## config.mk

```make
export PLATFORM = sky130hd
export DESIGN_NAME = count_tracker
export DESIGN_NICKNAME = d
export VERILOG_FILES = /design/src/rtl/count_pkg.sv /design/src/rtl/count_step_classify.sv /design/src/rtl/count_tracker.sv
export SDC_FILE = /design/constraint.sdc
export NUM_CORES = 1
export LEC_CHECK = 0
export CAP_MARGIN = 5
export CORE_UTILIZATION = 47
export DETAILED_ROUTE_END_ITERATION = 7
export GPL_ROUTABILITY_DRIVEN = 1
export GPL_TIMING_DRIVEN = 0
export PLACE_DENSITY = 0.74
export SKIP_LAST_GASP = 1
export SLEW_MARGIN = 10
export SYNTH_ARGS = -nofsm -noshare
export SYNTH_HDL_FRONTEND = slang
export SYNTH_SLANG_ARGS = --single-unit
```

## constraint.sdc

```tcl
create_clock -name clk -period 3.9 [get_ports clk]
set_input_delay 1.17 -clock clk [delete_from_list [all_inputs] [get_ports clk]]
set_output_delay 1.17 -clock clk [all_outputs]
set_load 0.005 [all_outputs]
```

## src/rtl/count_pkg.sv

```systemverilog
// Shared types for count_tracker: FSM state encoding, step classes and event codes.
package count_pkg;

  typedef enum logic [1:0] {
    SYNC = 2'b00,
    UP   = 2'b01,
    DOWN = 2'b10,
    HOLD = 2'b11
  } state_t;

  typedef enum logic [1:0] {
    STEP_HOLD = 2'b00,
    STEP_UP   = 2'b01,
    STEP_DOWN = 2'b10,
    STEP_JUMP = 2'b11
  } step_t;

  localparam logic [1:0] EVT_WRAP_UP    = 2'b00;
  localparam logic [1:0] EVT_WRAP_DOWN  = 2'b01;
  localparam logic [1:0] EVT_DIR_CHANGE = 2'b10;
  localparam logic [1:0] EVT_JUMP       = 2'b11;

endpackage

```

## src/rtl/count_step_classify.sv

```systemverilog
// Combinational classifier: compares the previous and current counter samples
// and reports the step class plus wrap-around flags.
module count_step_classify
  import count_pkg::*;
#(
  parameter int WIDTH = 5
) (
  input  logic [WIDTH-1:0] prev,
  input  logic [WIDTH-1:0] count,
  output logic [1:0]       step,
  output logic             wrap_up,
  output logic             wrap_down
);

  localparam logic [WIDTH-1:0] ONE = WIDTH'(1);
  localparam logic [WIDTH-1:0] TOP = '1;

  logic [WIDTH-1:0] delta;

  // Modular difference: +1 and -1 (all ones) are single steps in either direction.
  assign delta = count - prev;

  always_comb begin
    step = STEP_JUMP;
    if (delta == '0) begin
      step = STEP_HOLD;
    end else if (delta == ONE) begin
      step = STEP_UP;
    end else if (delta == TOP) begin
      step = STEP_DOWN;
    end
  end

  assign wrap_up   = (prev == TOP) && (count == '0);
  assign wrap_down = (prev == '0)  && (count == TOP);

endmodule

```

## src/rtl/count_tracker.sv

```systemverilog
// Tracks an up/down counter, classifies each step and emits wrap, direction
// change and (with COUNT_TRACKER_JUMP_CHECK_EN defined) jump events.
module count_tracker
  import count_pkg::*;
#(
  parameter int WIDTH  = 5,
  parameter int WRAP_W = 8
) (
  input  logic              clk,
  input  logic              reset,
  input  logic [WIDTH-1:0]  count,
  output logic              evt_valid,
  input  logic              evt_ready,
  output logic [1:0]        evt_code,
  output logic [WRAP_W-1:0] evt_wraps,
  output logic [1:0]        dir,
  output logic              overflow
);

  state_t              state;
  state_t              state_next;
  logic [WIDTH-1:0]    prev;
  logic                prev_valid;
  logic                last_dir_valid;
  logic                last_dir_down;
  logic [WRAP_W-1:0]   wraps;
  logic [WRAP_W-1:0]   wraps_next;
  logic [1:0]          step_raw;
  logic [1:0]          step_eff;
  logic                wrap_up;
  logic                wrap_down;
  logic                classify;
  logic                is_up;
  logic                is_down;
  logic                is_jump;
  logic                dir_change;
  logic                new_evt;
  logic [1:0]          new_code;
  logic                load;

  count_step_classify #(.WIDTH(WIDTH)) u_classify (
    .prev      (prev),
    .count     (count),
    .step      (step_raw),
    .wrap_up   (wrap_up),
    .wrap_down (wrap_down)
  );

`ifdef COUNT_TRACKER_JUMP_CHECK_EN
  assign step_eff = step_raw;
`else
  assign step_eff = (step_raw == STEP_JUMP) ? STEP_HOLD : step_raw;
`endif

  // prev is meaningless until one real sample has been captured after reset.
  assign classify   = prev_valid;
  assign is_up      = (step_eff == STEP_UP);
  assign is_down    = (step_eff == STEP_DOWN);
  assign is_jump    = (step_eff == STEP_JUMP);
  assign dir_change = last_dir_valid && ((is_up && last_dir_down) || (is_down && !last_dir_down));
  assign wraps_next = wraps + WRAP_W'(classify && (wrap_up || wrap_down));

  always_ff @(posedge clk) begin
    if (reset) begin
      state <= SYNC;
    end else begin
      state <= state_next;
    end
  end

  always_comb begin
    state_next = state;
    if (classify) begin
      case (step_eff)
        STEP_UP:   state_next = UP;
        STEP_DOWN: state_next = DOWN;
        STEP_HOLD: state_next = HOLD;
        default:   state_next = state;
      endcase
    end
  end

  // Event selection; SYNC only establishes a direction and never emits.
  always_comb begin
    new_evt  = 1'b0;
    new_code = EVT_WRAP_UP;
    if (classify && (state != SYNC)) begin
      if (is_jump) begin
        new_evt  = 1'b1;
        new_code = EVT_JUMP;
      end else if (dir_change) begin
        new_evt  = 1'b1;
        new_code = EVT_DIR_CHANGE;
      end else if (wrap_up) begin
        new_evt  = 1'b1;
        new_code = EVT_WRAP_UP;
      end else if (wrap_down) begin
        new_evt  = 1'b1;
        new_code = EVT_WRAP_DOWN;
      end
    end
  end

  assign dir = state;

  // Handshake: an event is transferred on a cycle with evt_valid=1 and
  // evt_ready=1; while valid and not ready the payload holds, and a new event
  // arriving then is dropped (sticky overflow). A new event may load in the
  // same cycle the pending one is accepted.
  assign load = new_evt && (!evt_valid || evt_ready);

  always_ff @(posedge clk) begin
    if (reset) begin
      prev           <= '0;
      prev_valid     <= 1'b0;
      last_dir_valid <= 1'b0;
      last_dir_down  <= 1'b0;
      wraps          <= '0;
      evt_valid      <= 1'b0;
      evt_code       <= EVT_WRAP_UP;
      evt_wraps      <= '0;
      overflow       <= 1'b0;
    end else begin
      prev       <= count;
      prev_valid <= 1'b1;
      wraps      <= wraps_next;
      if (classify && (is_up || is_down)) begin
        last_dir_valid <= 1'b1;
        last_dir_down  <= is_down;
      end
      if (load) begin
        evt_valid <= 1'b1;
        evt_code  <= new_code;
        evt_wraps <= wraps_next;
      end else if (evt_valid && evt_ready) begin
        evt_valid <= 1'b0;
      end
      if (new_evt && evt_valid && !evt_ready) begin
        overflow <= 1'b1;
      end
    end
  end

endmodule

```

# Word level (Yosys, flattened, before mapping)
# Cells that the tools add are included.
dict set report totals {
  ff_bits 30
  input_bits 8
  out_inout_bits 14
  word_cells 65
}
dict set report op_classes {
  addsub 2
  eq_ne 8
  mux 18
  n_reduce_logical 27
}
# cell count
set ops {}
lappend ops {{$eq 5x5->1 const B} 3}
lappend ops {{$logic_not 5->1} 3}
lappend ops {{$logic_and 1x1->1} 12}
lappend ops {{$mux 2} 6}
lappend ops {{$mux 1} 11}
lappend ops {{$add 8x1->8} 1}
lappend ops {{$eq 2x2->1 const B} 3}
lappend ops {{$pmux 2 s3} 1}
lappend ops {{$eq 5x1->1 const B} 1}
lappend ops {{$sub 5x5->5} 1}
lappend ops {{$logic_or 1x1->1} 4}
lappend ops {{$reduce_bool 2->1} 2}
lappend ops {{$logic_not 1->1} 3}
lappend ops {{$reduce_bool 3->1} 1}
lappend ops {{$eq 2x1->1 const B} 1}
lappend ops {{$logic_not 2->1} 1}
lappend ops {{$reduce_and 2->1} 1}

# Longest topological paths before layout
# Gate-level depths: netlist (run 1).
dict set report logic_depth {
  depth_word 16
  depth_mapped 15
  mapped_depth_nobuf 15
}

# Hierarchy
# From an unflattened synthesis (run 1), not the netlist that was laid out.
dict set report unflattened {
  cells_unflattened 160
  area_unflattened_um2 1547.7
}
# module n_inst cells_per_inst area_per_inst_um2 seq_area_each_um2
set modules_own_cells {}
lappend modules_own_cells {count_tracker 1 126 1271.2 600.6}
lappend modules_own_cells {count_step_classify 1 34 276.5 0.0}

# Worst setup path before layout (run 1)
# OpenSTA, ideal clock, no wires.
dict set report synth_timing {
  kind {input port to flip-flop}
  start {in count[0]}
  end {reg evt_wraps[6]}
  setup_ns 0.114
  arrival_ns 4.079
  required_time_ns 3.786
  slack_ns -0.293
  stages 14
  n_path_buf 1
  cell_sequence {inv_1 -> ha_1 -> inv_1 -> fa_1 -> a21o_1 -> a21oi_1 -> xnor2_1 -> a2111oi_2 -> a32oi_1 -> ha_1 -> o21ai_0 -> a41oi_4 -> buf_6 -> a21o_1}
}
dict set report synth_via {
  elab_chain_cells 15
}
# element line_no
set synth_rtl {}
lappend synth_rtl {{from (decl)} count_tracker.sv:11} ;# input logic [WIDTH-1:0] count,
lappend synth_rtl {{$sub 5x5->5} count_step_classify.sv:21} ;# assign delta = count - prev;
lappend synth_rtl {{$eq 5x5->1} count_step_classify.sv:29} ;# end else if (delta == TOP) begin
lappend synth_rtl {{$mux 1} count_step_classify.sv:29}
lappend synth_rtl {{$mux 2} count_step_classify.sv:27} ;# end else if (delta == ONE) begin
lappend synth_rtl {{$mux 2} count_step_classify.sv:25} ;# if (delta == '0) begin
lappend synth_rtl {{$eq 2x2->1} count_tracker.sv:52} ;# assign step_eff = (step_raw == STEP_JUMP) ? STEP_HOLD : step_raw;
lappend synth_rtl {{$mux 2} count_tracker.sv:52}
lappend synth_rtl {{$eq 2x1->1 / $eq 2x2->1 (equally long branches)} {count_tracker.sv:57, count_tracker.sv:58}}
lappend synth_rtl {{$logic_and 1x1->1} count_tracker.sv:60} ;# assign dir_change = last_dir_valid && ((is_up && last_dir_down) || (is_down && !last_dir_down));
lappend synth_rtl {{$logic_or 1x1->1} count_tracker.sv:60}
lappend synth_rtl {{$logic_and 1x1->1} count_tracker.sv:60}
lappend synth_rtl {{$mux 1} count_tracker.sv:91} ;# end else if (dir_change) begin
lappend synth_rtl {{$mux 1} count_tracker.sv:88} ;# if (is_jump) begin
lappend synth_rtl {{$mux 1} count_tracker.sv:87} ;# if (classify && (state != SYNC)) begin
lappend synth_rtl {{$logic_and 1x1->1} count_tracker.sv:110} ;# assign load = new_evt && (!evt_valid || evt_ready);
lappend synth_rtl {{to (signal assigned)} count_tracker.sv:134} ;# evt_wraps <= wraps_next;
lappend synth_rtl {{to (decl)} count_tracker.sv:15} ;# output logic [WRAP_W-1:0] evt_wraps,
# Several ways; a longest one is shown, not always the timed one.
# A chain may end at the register's enable or synchronous reset.

# Final worst setup path (run 1)
dict set report layout_timing {
  start {in count[1]}
  end {reg evt_wraps[0]}
}
# The elaborated chain is that of the path after synthesis.

==> metrics.yaml, run 1 <==
clock_tree:
  cts_tree: "done"
  cts.sinks: 30
  cts_made_buffers: 5
  clkSlewWorstSetupHoldPaths_ns: 0.10
  cts_max_path_buffers: 2
  root_buffer: "clkbuf_4"
  hold_buffers: 0
  clk_latency_ns: 0.33
  htree_levels: 2
synth:
  synth.largest_area_cell: "dfxtp_1"
  syn-num-nets: 171
  synthTopCellsByArea: "dfxtp_1, ha_1, nor2b_1, nor2_1, nand2_1"
  ys_top_cells_by_count: "dfxtp_1, nor2_1, nand2_1, ha_1, nor2b_1"
  synth_compound_area_share_pct: 17.1
  synth_adder_area_share_pct: 9.20
  yosysMostFrequentCell: "dfxtp_1"
  avgSynthCellArea_um2: 9.42
  synth.distinct_cells: 37
  synthArstFlopShare_pct: 0
  syn_area_mm2: 0.00144
  synthCells: 153
  synthFlopType: "dfxtp_1"
  yosys_warnings: 0
  synth_top_family_by_area: "simple AND/OR/NAND/NOR gates"
  synth_mux_area_share_pct: 2.08
  synth_top_area_share_pct: 41.7
  seq_area_frac_synth_pct: 41.7
  synth_xor_area_share_pct: 4.86
  synth_edf_count: 0
  synth-simple-area-share_pct: 21.4
  ys_ff_latch: 30
worst_setup_path:
  critPathCaptureType: "flop"
  crit_path_start_kind: "primary input"
  path_max_fanout: 8
  crit_required_ns: 4.10
  arrival_ns: 3.97
  critPathKind: "primary input to flop"
run_status:
  failed_checks: "DRC"
  status: "finished with violations"
sta:
  fin_skew_ns: 0.00786
  tightest_slew_ns: 0.500
  relSlewSlack_pct: 66.7
  finalMaxSlewViolations: 0
  setup_viol: 0
  fin_tns_setup_ns: 0
  fmax_mhz: 266
  fin_crit_ns: 3.77
  finalCritPeriodShare_pct: 96.5
  hold_viol: 0
  hold_slack_ns: 0.466
final_layout:
  drive_gt1_share_pct: 19.9
  nNetsFinal: 203
  syn_to_final_growth_pct: 32.7
  antenna_cells: 0
  layout.cells.non_filler: 217
  fillers: 232
global_routing:
  grt_usage_pct: 20.6
  grt_overflow: 0
  grt_first_pass_wirelength_um: 5210
  antenna_found_initial: 0
  grt_pass1_vias: 1183
  grt_max_degree: 11
worst_hold_path:
  hp-class: "flop to flop"
place:
  dp_hpwl_um: 2090
  dp.cells: 204
  gp_congestion: 0.803
  numPortBuffers: 20
routing:
  routed_wl_um: 3090
  ant_nets: 0
  vias: 1181
  drt-pass1-iter-count: 8
  wl_per_cell_um: 14.3
  drc: 2
  viasPerCell: 5.44
  drt_iter0_drc: 46
power:
  power.density_mw_per_mm2: 323
  p_leak_nw: 0.717
  vdd_ir_drop_max_uv: 279
die:
  dieHeight_um: 57.4
  start_util_pct: 51.0
  num_rows: 19
  pin_count: 22
  dieArea_mm2: 0.00329
  coreArea_mm2: 0.00283
  die_x_um: 57.4
job:
  cap_viol_max_count: 0
[power breakdown]
part | internal (mW) | switching (mW)
registers | 0.313 | 0.00608
logic | 0.0467 | 0.0518
clock network | 0.0866 | 0.114
total | 0.446 | 0.172
[metrics by stage]
| stage | utilization (%) | total power, mW | cell area (um2) | setup slack, ns |
|---|---|---|---|---|
| 2_1_floorplan | - | 0.376 | 1460 | 0.125 |
| 3_3_place_gp | 60.0 | 0.396 | 1700 | -0.572 |
| 3_5_place_dp | 60.0 | 0.400 | 1700 | -0.647 |
| 4_1_cts | 66.3 | 0.609 | 1880 | 0.0114 |
| 5_1_grt | 67.6 | 0.642 | 1910 | -0.00171 |
| 6_report | 67.6 | 0.618 | 1910 | 0.135 |
[path summary, 6_finish.rpt]
kind | to | start | slack [ns] | cells after the start
hold reg to reg | evt_wraps[4]$_SDFFE_PP0P_ | evt_wraps[4]$_SDFFE_PP0P_ | 0.47 | 2
setup / recovery | evt_wraps[0]$_SDFFE_PP0P_ | count[1] | 0.13 | 13
setup reg to reg | evt_wraps[7]$_SDFFE_PP0P_ | prev[0]$_SDFF_PP0_ | 0.82 | 14
hold / removal | evt_wraps[4]$_SDFFE_PP0P_ | evt_wraps[4]$_SDFFE_PP0P_ | 0.47 | 2
[routing by layer]
metal  vias up  track usage, %  wire length (um)  share of wire (%)
met3         8            5.67               106                3.4
met4         0            8.36                54                1.7
met5         -               0                 0                  0
met1       547            25.9              1430                 46
met2        27            33.2              1510                 49
li1        599               -                 -                  -
[registers in the layout, indices dropped and copies added, names as in the netlist]
signal and count:
classify 1, evt_code 2, last_dir_down 1, evt_wraps 8
evt_valid 1, last_dir_valid 1, overflow 1, prev 5
wraps 8, dir 2
[cells by family after synthesis]
kind of cell | count (synthesis)
compound gates | 32
xor+xnor | 8
fa+ha+maj | 10
buf+inv | 12
flops | 30
mux | 3
simple gates | 58
[critical path: stages]
cell           delay [ns]
dlygate4sd2_1        0.31
ha_1                 0.31
nor2b_1              0.13
o21a_1               0.17
or3_1                0.38
and2_1               0.22
a32oi_2              0.33
ha_4                 0.22
nand3_4              0.10
a41oi_4              0.25
buf_12               0.15
mux2i_1              0.17
nor2_1               0.05
[cells in the final DEF, fill, tap and decap left out, types with 5 or more instances in the layout]
| master | Yosys | routed |
|---|---|---|
| clkdlybuf4s50_1 | 0 | 17 |
| a21o_1 | 5 | 5 |
| nor2b_1 | 9 | 9 |
| clkbuf_4 | 0 | 5 |
| inv_1 | 8 | 7 |
| o21ai_0 | 8 | 7 |
| nand2_1 | 13 | 13 |
| dfxtp_1 | 30 | 30 |
| ha_1 | 9 | 5 |
| nor2_1 | 14 | 13 |
| a21oi_1 | 7 | 6 |
[timing repair]
action	4_1_cts	5_1_grt
endpoints found under the hold margin	0	0
gates resized for setup	15	7
gates cloned	1	0
pin swaps	7	6
buffers inserted	4	0
endpoints found under the setup margin	11	11
[area by class of cell]
class	instances	area (um2)	share of cell area, %
Tap cell	31	38.8	2.03
Multi-Input combinational cell	111	900	47.0
Sequential cell	30	601	31.4
Inverter	8	30.0	1.57
Clock inverter	2	12.5	0.654
Timing Repair Buffer	25	258	13.5
Buffer	4	22.5	1.18
Clock buffer	6	51.3	2.68
Note: power is estimated with default switching activity, not from simulation.
==> run 2, diff against run 1 <==
- CORE_UTILIZATION: 47 -> 36
- PLACE_DENSITY: 0.74 -> unset
==> metrics.yaml, run 2 (same netlist as run 1, synthesis figures left out) <==
global_routing:
  grt_max_degree: 11  # unchanged
  grt_overflow: 0  # unchanged
  grt_first_pass_wirelength_um: 5230  # was 5210 um
  antenna_found_initial: 0  # unchanged
  grt_usage_pct: 16.6  # was 20.6%
  grt_pass1_vias: 1165  # was 1183
clock_tree:
  cts_tree: "done"  # unchanged
  hold_buffers: 0  # unchanged
  cts.sinks: 30  # unchanged
  root_buffer: "clkbuf_8"  # was clkbuf_4
  clkSlewWorstSetupHoldPaths_ns: 0.06  # was 0.10 ns
  cts_made_buffers: 5  # unchanged
  cts_max_path_buffers: 2  # unchanged
  htree_levels: 2  # unchanged
  clk_latency_ns: 0.28  # was 0.33 ns
die:
  coreArea_mm2: 0.00374  # was 0.00283 mm2
  start_util_pct: 38.5  # was 51.0%
  pin_count: 22  # unchanged
  dieArea_mm2: 0.00426  # was 0.00329 mm2
  die_x_um: 65.3  # was 57.4 um
  dieHeight_um: 65.3  # was 57.4 um
  num_rows: 22  # was 19
power:
  p_leak_nw: 0.721  # was 0.717 nW
  vdd_ir_drop_max_uv: 198  # was 279 uV
  power.density_mw_per_mm2: 332  # was 323 mW/mm2
  power_uw: 654  # was 618 uW
place:
  dp_hpwl_um: 2120  # was 2090 um
  dp.cells: 221  # was 204
  gp_congestion: 0.849  # was 0.803
  numPortBuffers: 20  # unchanged
  dp_slack_ns: -0.638  # was -0.647 ns
sta:
  setup_ws_ns: 0.0752  # was 0.135 ns
  setup_viol: 0  # unchanged
  rsz0062_at_grt: "true"
  fin_crit_ns: 3.82  # was 3.77 ns
  fin_skew_ns: 0.00554  # was 0.00786 ns
  relSlewSlack_pct: 60.4  # was 66.7%
  tightest_slew_ns: 0.594  # was 0.500 ns
  finalMaxSlewViolations: 0  # unchanged
  fmax_mhz: 261  # was 266 MHz
  fin_tns_setup_ns: 0  # unchanged
  hold_viol: 0  # unchanged
  finalCritPeriodShare_pct: 98.1  # was 96.5%
run_status:
  status: "complete, no violations"  # was finished with violations
routing:
  routed_wl_um: 3070  # was 3090 um
  ant_nets: 0  # unchanged
  vias: 1186  # was 1181
  wl_per_cell_um: 13.1  # was 14.3 um
  drt_iter0_drc: 17  # was 46
  viasPerCell: 5.07  # was 5.44
  drc: 0  # was 2
  drt-pass1-iter-count: 4  # was 8
worst_setup_path:
  crit_required_ns: 4.13  # was 4.10 ns
  critPathKind: "primary input to flop"  # unchanged
  reg2reg_to: "evt_wraps[0]$_SDFFE_PP0P_"  # was evt_wraps[7]$_SDFFE_PP0P_
  path_max_fanout: 4  # was 8
  reg2reg_depth: 15  # was 14
  ff2ff_setup_slack_ns: 0.83  # was 0.82 ns
  crit_path_start_kind: "primary input"  # unchanged
  arrival_ns: 4.05  # was 3.97 ns
  r2r_start: "prev[0]$_SDFF_PP0_"  # unchanged
  critPathCaptureType: "flop"  # unchanged
final_layout:
  nNetsFinal: 204  # was 203
  reg.largest.list: "evt_wraps (8), wraps (8), prev (5)"  # unchanged
  drive_gt1_share_pct: 22.6  # was 19.9%
  antenna_cells: 0  # unchanged
  layout.cells.non_filler: 234  # was 217
  syn_to_final_growth_pct: 36.6  # was 32.7%
  mostFrequentLayoutCells: "dfxtp_1, clkdlybuf4s50_1, nor2_1, nand2_1, nor2b_1"  # unchanged
  fillers: 355  # was 232
  utilization_pct: 52.6  # was 67.6%
  layout_commonest_cell: "dfxtp_1"  # unchanged
worst_hold_path:
  hold_end: "evt_wraps[3]$_SDFFE_PP0P_"  # was evt_wraps[4]$_SDFFE_PP0P_
  holdPathStages: 2  # unchanged
  hp-class: "flop to flop"  # unchanged
  hp-start: "evt_wraps[3]$_SDFFE_PP0P_"  # was evt_wraps[4]$_SDFFE_PP0P_
job:
  cap_viol_max_count: 0  # unchanged
run 2: changes by cell type in the layout (fill, tap and decap cells not counted), sizes merged:
cell	before	now
clkinv	1	2
clkinvlp	1	0
buf	6	7
dlygate4sd2	1	0
dlymetal6s2s	2	1
clkbuf	9	10
run 2: layout make-up:
cell class                 count  area [um2]  share of cell area (%)
sequential                    30         601                    30.5
clock buffer                   5        68.8                    3.49
buffer                         4        22.5                    1.14
timing repair buffer          26         254                    12.9
clock inverter                 2        10.0                   0.508
tap                           48        60.1                    3.05
multi-input combinational    111         923                    46.9
inverter                       8        30.0                    1.52
run 2: worst max-delay path by stage:
stage / from / end / slack, ns / cells after the start
floorplan: count[0] / evt_wraps[6]$_SDFFE_PP0P_ / 0.13 / 14
global placement: count[1] / evt_wraps[7]$_SDFFE_PP0P_ / -0.59 / 12
detailed placement: count[1] / evt_wraps[7]$_SDFFE_PP0P_ / -0.64 / 12
CTS: count[2] / evt_wraps[7]$_SDFFE_PP0P_ / 0.03 / 13
global route: count[3] / evt_wraps[7]$_SDFFE_PP0P_ / -0.06 / 11
finish: count[3] / evt_wraps[5]$_SDFFE_PP0P_ / 0.08 / 10
run 2: through the flow:
step	hold WS [ns]	area, um2
floorplan	0.456	1460
global route	0.484	1970
detailed placement	0.453	1720
CTS	0.464	1930
global placement	0.447	1720
finish	0.461	1970
run 2: critical path, stage by stage:
cell and delay, ns:
clkdlybuf4s50_1 0.45, or4_1 0.48, or4_4 0.52, and2_1 0.20
nor2_1 0.11, ha_1 0.18, nand3_1 0.18, or3_1 0.40
a21oi_1 0.22, a21o_1 0.13
run 2: where the power goes:
group | switching [mW] | internal [mW] | total (mW)
combinational | 0.0527 | 0.0496 | 0.102
clock | 0.114 | 0.119 | 0.233
sequential | 0.00592 | 0.313 | 0.319
total | 0.172 | 0.482 | 0.654
run 2: per-layer routing:
layer  wire, um  vias to the layer above  track usage (%)
li1           -                      601                -
met1       1410                      549             18.3
met2       1420                       27             27.4
met3        139                        9             5.21
met4         91                        0             10.3
met5          0                        -                0
run 2: what timing repair did:
item	in CTS	in global routing
pin swaps	8	8
setup endpoints to repair	11	9
endpoints found under the hold margin	0	0
cloned	1	0
gates resized for setup	18	12
setup buffers	3	2
==> run 3, diff against run 2 <==
==> constraint.sdc (replaced) <==
create_clock -name clk -period 3.5 [get_ports clk]
set_input_delay 1.05 -clock clk [delete_from_list [all_inputs] [get_ports clk]]
set_output_delay 1.05 -clock clk [all_outputs]
set_load 0.1 [all_outputs]
==> metrics.yaml, run 3 (same netlist as run 1, synthesis figures left out) <==
run_status:
  status: "complete, no violations"  # unchanged
global_routing:
  grt_first_pass_wirelength_um: 5330  # was 5230 um
  antenna_found_initial: 0  # unchanged
  grt_usage_pct: 16.5  # was 16.6%
  grt_max_degree: 11  # unchanged
  grt_overflow: 0  # unchanged
  grt_pass1_vias: 1178  # was 1165
worst_setup_path:
  reg2reg_to: "evt_wraps[0]$_SDFFE_PP0P_"  # unchanged
  reg2reg_depth: 13  # was 15
  r2r_start: "prev[1]$_SDFF_PP0_"  # was prev[0]$_SDFF_PP0_
  path_max_fanout: 4  # unchanged
  ff2ff_setup_slack_ns: 0.41  # was 0.83 ns
  critPathKind: "primary input to flop"  # unchanged
  crit_path_start_kind: "primary input"  # unchanged
  crit_required_ns: 3.67  # was 4.13 ns
  arrival_ns: 3.62  # was 4.05 ns
  critPathCaptureType: "flop"  # unchanged
die:
  start_util_pct: 38.5  # unchanged
  dieArea_mm2: 0.00426  # unchanged
  die_x_um: 65.3  # unchanged
  pin_count: 22  # unchanged
  dieHeight_um: 65.3  # unchanged
  coreArea_mm2: 0.00374  # unchanged
  num_rows: 22  # unchanged
routing:
  vias: 1219  # was 1186
  wl_per_cell_um: 13.2  # was 13.1 um
  drt-pass1-iter-count: 4  # unchanged
  viasPerCell: 5.00  # was 5.07
  ant_nets: 0  # unchanged
  routed_wl_um: 3220  # was 3070 um
  drt_iter0_drc: 41  # was 17
  drc: 0  # unchanged
final_layout:
  fillers: 331  # was 355
  nNetsFinal: 213  # was 204
  syn_to_final_growth_pct: 50.1  # was 36.6%
  reg.largest.list: "evt_wraps (8), wraps (8), prev (5)"  # unchanged
  drive_gt1_share_pct: 34.2  # was 22.6%
  layout_commonest_cell: "dfxtp_1"  # unchanged
  antenna_cells: 0  # unchanged
  mostFrequentLayoutCells: "dfxtp_1, clkdlybuf4s50_1, buf_4"  # was dfxtp_1, clkdlybuf4s50_1, nor2_1, nand2_1, nor2b_1
place:
  numPortBuffers: 20  # unchanged
  dp_hpwl_um: 2130  # was 2120 um
  gp_congestion: 0.771  # was 0.849
sta:
  fin_skew_ns: 0.00588  # was 0.00554 ns
  hold_viol: 0  # unchanged
  finalMaxSlewViolations: 0  # unchanged
  relSlewSlack_pct: 34.6  # was 60.4%
  tightest_slew_ns: 0.978  # was 0.594 ns
  fin_crit_ns: 3.45
  fin_tns_setup_ns: 0  # unchanged
  rsz0062_at_grt: "true"  # unchanged
  fmax_mhz: 290
  setup_viol: 0  # unchanged
  finalCritPeriodShare_pct: 98.5
clock_tree:
  cts.sinks: 30  # unchanged
  hold_buffers: 0  # unchanged
  htree_levels: 2  # unchanged
  clk_latency_ns: 0.28  # about the same
  cts_tree: "done"  # unchanged
  root_buffer: "clkbuf_8"  # unchanged
  cts_max_path_buffers: 2  # unchanged
  clkSlewWorstSetupHoldPaths_ns: 0.06  # about the same
  cts_made_buffers: 5  # unchanged
worst_hold_path:
  hp-start: "evt_wraps[4]$_SDFFE_PP0P_"  # was evt_wraps[3]$_SDFFE_PP0P_
  holdPathStages: 2  # unchanged
  hp-class: "flop to flop"  # unchanged
  hold_end: "evt_wraps[4]$_SDFFE_PP0P_"  # was evt_wraps[3]$_SDFFE_PP0P_
job:
  cap_viol_max_count: 0  # unchanged
power:
  power.density_mw_per_mm2: 387  # was 332 mW/mm2
  power_uw: 838  # was 654 uW
  vdd_ir_drop_max_uv: 243  # was 198 uV
  p_leak_nw: 0.797  # was 0.721 nW
[run 3: critical path: stages]
cell           delay (ns)
dlygate4sd2_1        0.27
or4_1                0.42
or4_4                0.56
and2_4               0.19
nor2_2               0.10
ha_2                 0.21
ha_2                 0.21
nand3_2              0.10
nor2_2               0.13
xnor2_1              0.12
nor2_1               0.07
a21o_1               0.19
[run 3: timing repair]
item                       4_1_cts  5_1_grt
resized for setup               30       18
buffers inserted                10        4
pin swaps                       15       16
setup endpoints to repair       21       12
gates cloned                     1        0
[run 3: area by class of cell]
class                   count  area [um2]  share of cell area (%)
plain buffers               4        26.3                    1.21
clock buffers               5        68.8                    3.18
clock inverters             3        40.0                    1.85
inverters                   8        42.5                    1.97
multi-input cells         111         976                    45.1
flip-flops and latches     30         601                    27.8
well taps                  48        60.1                    2.78
repair buffers             35         349                    16.1
[run 3: worst max path at each step]
stage	depth (start not counted)	slack [ns]	end	from
after global routing	12	-0.04	evt_wraps[6]$_SDFFE_PP0P_	count[4]
after detailed placement	15	-0.91	evt_wraps[6]$_SDFFE_PP0P_	count[0]
after floorplan	11	-0.01	evt_wraps[6]$_SDFFE_PP0P_	count[1]
after global placement	15	-0.86	evt_wraps[6]$_SDFFE_PP0P_	count[0]
final	12	0.05	evt_wraps[6]$_SDFFE_PP0P_	count[4]
after CTS	16	-0.05	evt_wraps[6]$_SDFFE_PP0P_	count[0]
[run 3: metrics by stage]
step | cells | cell area, um2 | setup WS (ns) | hold WS, ns | utilization [%]
2_1_floorplan | 153 | 1530 | -0.0100 | 0.485 | -
3_3_place_gp | 221 | 1790 | -0.865 | 0.449 | 47.9
3_5_place_dp | 221 | 1790 | -0.907 | 0.456 | 47.9
4_1_cts | 240 | 2100 | -0.0539 | 0.465 | 56.0
5_1_grt | 244 | 2160 | -0.0368 | 0.479 | 57.8
6_report | 244 | 2160 | 0.0512 | 0.460 | 57.8
[run 3: power by group]
group | internal, mW | switching, mW
combinational | 0.0647 | 0.0768
clock | 0.209 | 0.132
sequential | 0.349 | 0.00692
[run 3: routing by layer]
metal	share of wire, %	GRT usage, %
met3	3.6	4.69
met1	48	21.3
met4	1.4	5.71
met5	0	0
met2	47	26.2
